==> src/rtl/snn_mem_pkg.sv <==
// snn_mem_pkg: shared types and default sizes for the synaptic weight memory
// port and its update controller.
//   wu_state_e : weight-update sweep FSM states (IDLE, RD, WB, DONE)
//   WU_ADDR_W  : default weight-memory address width
//   WU_DW      : default weight width
//   weight_t   : weight word at the default width
package snn_mem_pkg;

  typedef enum logic [1:0] {
    IDLE,
    RD,
    WB,
    DONE
  } wu_state_e;

  localparam int unsigned WU_ADDR_W = 4;
  localparam int unsigned WU_DW     = 8;

  typedef logic [WU_DW-1:0] weight_t;

endpackage

==> src/rtl/weight_update_alu.sv <==
// weight_update_alu: combinational reward-driven weight update.
//   new_weight = weight + (reward >>> SHIFT), where weight is unsigned and
//   reward is signed.
// Build option: define WU_SATURATE_EN to clamp the result to [0, 2^DW-1].
// Without it the result wraps modulo 2^DW.
// Ports:
//   weight     in  DW : current (unsigned) weight
//   reward     in  DW : signed reward
//   new_weight out DW : updated weight
module weight_update_alu #(
  parameter int unsigned DW    = 8,
  parameter int unsigned SHIFT = 0
) (
  input  logic [DW-1:0] weight,
  input  logic [DW-1:0] reward,
  output logic [DW-1:0] new_weight
);

  logic signed [DW-1:0] delta;

`ifdef WU_SATURATE_EN
  logic signed [DW+1:0] sum;

  always_comb begin
    delta = $signed(reward) >>> SHIFT;
    // Two guard bits: zero-extended weight plus sign-extended delta cannot
    // overflow DW+2 signed bits, so the top bits cleanly flag under/overflow.
    sum   = $signed({2'b00, weight}) + $signed({{2{delta[DW-1]}}, delta});
    if (sum[DW+1]) begin
      new_weight = '0;
    end else if (sum[DW]) begin
      new_weight = '1;
    end else begin
      new_weight = sum[DW-1:0];
    end
  end
`else
  // The wrapping result is the low DW bits of the wide sum, which is exactly
  // a DW-bit modular add.
  always_comb begin
    delta      = $signed(reward) >>> SHIFT;
    new_weight = weight + delta;
  end
`endif

endmodule

==> src/rtl/weight_update_ctrl.sv <==
// weight_update_ctrl: reward-driven sweep over the synaptic weight memory.
// On an accepted start, every address is read (RD) and, if eligible, written
// back with weight + (reward >>> SHIFT) (WB). done pulses after the last WB.
// Saturating vs wrapping arithmetic is chosen by WU_SATURATE_EN inside
// weight_update_alu.
// Ports:
//   clk, rst_n          : clock, asynchronous active-low reset
//   start               : sweep request (ignored unless idle or in DONE)
//   reward [DW]         : signed reward, latched on accept
//   elig [2^ADDR_W]     : per-address eligibility, latched on accept
//   busy, done          : sweep in progress / one-cycle completion pulse
//   upd_count [ADDR_W+1]: writes performed in the last sweep
//   mem_we, mem_addr, mem_wdata, mem_rdata : weight memory port
//                         (one-cycle registered read)
module weight_update_ctrl
  import snn_mem_pkg::*;
#(
  parameter int unsigned ADDR_W = WU_ADDR_W,
  parameter int unsigned DW     = WU_DW,
  parameter int unsigned SHIFT  = 0
) (
  input  logic                 clk,
  input  logic                 rst_n,
  input  logic                 start,
  input  logic [DW-1:0]        reward,
  input  logic [(1<<ADDR_W)-1:0] elig,
  output logic                 busy,
  output logic                 done,
  output logic [ADDR_W:0]      upd_count,
  output logic                 mem_we,
  output logic [ADDR_W-1:0]    mem_addr,
  output logic [DW-1:0]        mem_wdata,
  input  logic [DW-1:0]        mem_rdata
);

  localparam int unsigned DEPTH = 1 << ADDR_W;

  wu_state_e           state_q, state_d;
  logic [ADDR_W-1:0]   cnt_q, cnt_d;
  logic [DW-1:0]       reward_q, reward_d;
  logic [DEPTH-1:0]    elig_q, elig_d;
  logic                busy_q, busy_d;
  logic                done_q, done_d;
  logic                we_q, we_d;
  logic [ADDR_W-1:0]   addr_q, addr_d;
  logic [ADDR_W:0]     upd_q, upd_d;
  logic [DW-1:0]       new_w;
  logic                accept;

  weight_update_alu #(
    .DW   (DW),
    .SHIFT(SHIFT)
  ) u_alu (
    .weight    (mem_rdata),
    .reward    (reward_q),
    .new_weight(new_w)
  );

  always_comb begin
    state_d  = state_q;
    cnt_d    = cnt_q;
    reward_d = reward_q;
    elig_d   = elig_q;
    busy_d   = busy_q;
    done_d   = 1'b0;
    we_d     = we_q;
    addr_d   = addr_q;
    upd_d    = upd_q;
    // DONE is the last cycle before IDLE, so a start there is taken directly.
    accept   = start && (state_q == IDLE || state_q == DONE);

    unique case (state_q)
      IDLE: ;
      RD: begin
        state_d = WB;
        // Eligibility is known ahead of the read data, so the enable for the
        // coming WB cycle can be registered here.
        we_d    = elig_q[cnt_q];
      end
      WB: begin
        we_d = 1'b0;
        if (elig_q[cnt_q]) begin
          upd_d = upd_q + (ADDR_W+1)'(1);
        end
        if (cnt_q == '1) begin
          state_d = DONE;
          busy_d  = 1'b0;
          done_d  = 1'b1;
        end else begin
          cnt_d   = cnt_q + ADDR_W'(1);
          addr_d  = cnt_q + ADDR_W'(1);
          state_d = RD;
        end
      end
      DONE:    state_d = IDLE;
      default: state_d = IDLE;
    endcase

    if (accept) begin
      state_d  = RD;
      reward_d = reward;
      elig_d   = elig;
      cnt_d    = '0;
      addr_d   = '0;
      upd_d    = '0;
      busy_d   = 1'b1;
      we_d     = 1'b0;
    end
  end

  always_ff @(posedge clk or negedge rst_n) begin
    if (!rst_n) begin
      state_q  <= IDLE;
      cnt_q    <= '0;
      reward_q <= '0;
      elig_q   <= '0;
      busy_q   <= 1'b0;
      done_q   <= 1'b0;
      we_q     <= 1'b0;
      addr_q   <= '0;
      upd_q    <= '0;
    end else begin
      state_q  <= state_d;
      cnt_q    <= cnt_d;
      reward_q <= reward_d;
      elig_q   <= elig_d;
      busy_q   <= busy_d;
      done_q   <= done_d;
      we_q     <= we_d;
      addr_q   <= addr_d;
      upd_q    <= upd_d;
    end
  end

  // Read data only arrives during WB, so write data is the one memory output
  // taken straight from mem_rdata through the ALU; it is forced to zero
  // outside WB (including under reset).
  always_comb begin
    mem_wdata = '0;
    if (state_q == WB) begin
      mem_wdata = elig_q[cnt_q] ? new_w : mem_rdata;
    end
  end

  assign busy      = busy_q;
  assign done      = done_q;
  assign upd_count = upd_q;
  assign mem_we    = we_q;
  assign mem_addr  = addr_q;

endmodule
==> config.mk <==
export PLATFORM = sky130hd
export DESIGN_NAME = weight_update_ctrl
export DESIGN_NICKNAME = d
export VERILOG_FILES = /design/src/rtl/snn_mem_pkg.sv /design/src/rtl/weight_update_alu.sv /design/src/rtl/weight_update_ctrl.sv
export SDC_FILE = /design/constraint.sdc
export NUM_CORES = 1
export LEC_CHECK = 0
export BUFFER_PORTS_ARGS = -buffer_cell sky130_fd_sc_hd__buf_4
export CAP_MARGIN = 25
export CORE_ASPECT_RATIO = 0.6
export CORE_MARGIN = 2
export CORE_UTILIZATION = 48
export DETAILED_ROUTE_END_ITERATION = 10
export GPL_TIMING_DRIVEN = 0
export HOLD_SLACK_MARGIN = 0.1
export PLACE_DENSITY_LB_ADDON = 0.08
export SYNTH_ARGS = -nofsm -noshare
export SYNTH_HDL_FRONTEND = slang
export SYNTH_SLANG_ARGS = --single-unit
==> constraint.sdc <==
create_clock -name clk -period 1.7 [get_ports clk]
set_input_delay 0 -clock clk [delete_from_list [all_inputs] [get_ports clk]]
set_output_delay 0 -clock clk [all_outputs]
set_load 0.01 [all_outputs]
==> flow_summary.ini <==
[setup_path]
crit_path_frequent_cell = buf_4
crit_path_start_kind = flop
arrival_ps = 2220
path_cells = buf_4, mux4_2, mux2i_2, mux2i_4, buf_4, mux2i_1, nor2_1, buf_4
crit_slowest_cell = mux4_2
critPathTopFamily = multiplexers
critical_path.max_fanout = 6
worstPathRequired_ps = 1700
cp-end-kind = output port
cp_num_buf_inv = 3
critPathKind = flop to output port
critPathMaxStageDelay_ps = 510
r2r_slack_ps = -410

[detailed_routing]
drtIter0Drc = 133
wl_mm = 5.32
vias_per_cell = 4.96
routedWlPerCell_um = 13.6
drc = 0
ant_nets = 0
vias = 1944
firstDrtPassIters = 4

[finish]
final_nets = 379
antennaDiodeCount = 0
fin_cells = 392
drive_above_1_share_pct = 29.5
fillers = 329
syn_to_final_growth_pct = 45.3

[global_routing]
grt_use_total_pct = 22.3
grt_overflow = 0
antenna_found_initial = 0
grt_max_degree = 39
grt_pass1_vias = 1833
grt_pass1_wl_mm = 8.78

[synth]
synth_seq_cells = 38
synth-edff-count = 0
yosysWarnings = 0
synth_top_area_share_pct = 44.3
ys_types = 34
yosysSeqAreaShare_pct = 44.3
synth_nets = 286
yosys-top-cells-area = dfrtp_1 44%, nand2_1 14%, ha_1 7.0%
postSynthCellCount = 238
post-synth-top-area-cell = dfrtp_1
avgSynthCellArea_um2 = 9.02
syn-cell-area_um2 = 2150
async_reset_ff_share_pct = 100
ys.flop_type = dfrtp_1

[die]
num_rows = 18
io_pins = 55
die_x_um = 90.3
dieArea_um2 = 5040
core_area_um2 = 4190
start_util_pct = 51.2
die_h_um = 55.8

[job]
max_cap_violations = 0

[placement]
io_buffers = 54
hpwl_mm = 3.59
dpl.cell_count = 352
place_congestion = 0.778

[sta]
hold_violations = 0
finalMaxSlewViolations = 0
whs_ps = 198
worst_slack_ps = -522
clock.fmax_mhz = 450
rsz0062_at_grt = yes
fin_crit_ps = 2220
finClkSkew_ps = 4.80
worst_pin_slew_ps = 487
min_period_over_period_pct = 131
setup_viol = 14
relSlewSlack_pct = 67.5

[hold_path]
hp-class = input port to async pin

[clocking]
cts_tree = done
cts_root_buffer = clkbuf_8
numCtsBuffers = 5
clk_pin_slew_worst_paths_ps = 80
insertion_delay_ps = 290
cts_sinks = 38
htreeDepth = 2
clockBufferDepth = 2

[power_and_ir_drop]
cellLeakagePower_nw = 1.58
ir_drop_mv = 0.756
p_per_area_nw_per_um2 = 1620

[run_status]
violations = setup timing
status = finished with violations
## area by class of cell
class                      instances  area [µm²]  share of cell area, %
clock inverter                     1        5.00                  0.161
multi-input combinational        180        1170                   37.6
clock buffer                       7        86.3                   2.77
inverter                           8        30.0                  0.963
buffer                             9        60.1                   1.93
timing repair buffer              89         737                   23.6
tap                               60        75.1                   2.41
sequential                        38         951                   30.5
## kinds of logic (layout without fill, tap and decap cells)
group | after synthesis | after routing | share of synthesized area [%]
buffers and inverters | 20 | 114 | 4.37
AOI/OAI and AO/OA | 23 | 23 | 6.94
and+or+nand+nor | 119 | 119 | 22.9
DFF | 38 | 38 | 44.3
muxes | 14 | 14 | 9.10
xor gates and xnor gates | 11 | 11 | 4.49
adders and majority gates | 13 | 13 | 7.93
## layout by cell type, fill, tap and decap left out, types with 2 or more instances in the layout
master / count
a21oi_1: 5
a21oi_2: 2
and3_1: 2
buf_4: 63
buf_6: 3
clkbuf_2: 6
clkbuf_8: 6
dfrtp_1: 38
dlygate4sd3_1: 26
ha_1: 11
inv_1: 8
mux2i_1: 6
mux2i_2: 2
mux4_2: 4
nand2_1: 79
nand3_1: 8
nand3b_1: 2
nor2_1: 17
nor2b_1: 2
nor3_1: 3
o21ai_0: 5
o21bai_1: 2
xnor2_1: 2
xor2_1: 9
## synth_stat cells, drive strengths merged, types with 3 or more instances
library cell and n:
a21oi 7, buf 3, clkbuf 9, dfrtp 38
ha 12, inv 8, mux2i 9, mux4 4
nand2 80, nand3 8, nor2 17, nor2b 3
nor3 3, o21ai 6, xor2 9
## layer usage
layer	GRT usage, %	up-vias	routed length [µm]	part of all wire [%]
met1	32.3	907	2680	50
met2	33.6	61	2290	43
met4	5.05	0	43	0.81
li1	-	971	-	-
met5	0	-	0	0
met3	5.96	5	303	5.7
## state kept, by name, indices dropped and copies added (netlist names)
signal and cells:
upd_count 5, state_q 2, elig_q 16, busy 1, mem_addr 4, done 1
mem_we 1, reward_q 8
## power breakdown
group          switching [mW]  internal, mW  leakage, nW  total, mW
Sequential              0.234          1.26        0.481       1.49
Combinational            1.51          1.38         1.05       2.90
Clock                   0.334         0.328       0.0482      0.661
## what timing repair did
| item | CTS | global route |
|---|---|---|
| hold endpoints to repair | 64 | 0 |
| resized for setup | 13 | 11 |
| hold buffers | 26 | 0 |
| buffers inserted | 6 | 2 |
| pin swaps | 5 | 1 |
| cloned | 1 | 0 |
| setup endpoints to repair | 41 | 40 |
## worst paths after layout
path                              start           end  cells after the start
max                         mem_addr[1]  mem_wdata[2]                      8
max in group asynchronous         rst_n  upd_count[1]                      2
min in group clk           mem_rdata[4]  mem_wdata[4]                      4
min                               rst_n   reward_q[3]                      2
min reg2reg                 reward_q[5]   reward_q[5]                      2
max reg2reg                 mem_addr[1]  upd_count[4]                      9
## metrics by stage
| step | setup TNS, ps | power (mW) | setup WS [ps] | util [%] | cell area [µm²] |
|---|---|---|---|---|---|
| 4_1_cts | -5900 | 4.93 | -512 | 73.5 | 3080 |
| 6_report | -5870 | 5.05 | -522 | 74.4 | 3120 |
| 3_5_place_dp | -10850 | 3.96 | -474 | 63.1 | 2650 |
| 3_3_place_gp | -8970 | 3.90 | -475 | 63.1 | 2650 |
| 5_1_grt | -7160 | 5.44 | -617 | 74.4 | 3120 |
| 2_1_floorplan | -1350 | 3.23 | -152 | - | 2160 |
(Power assumes the default switching activity.)
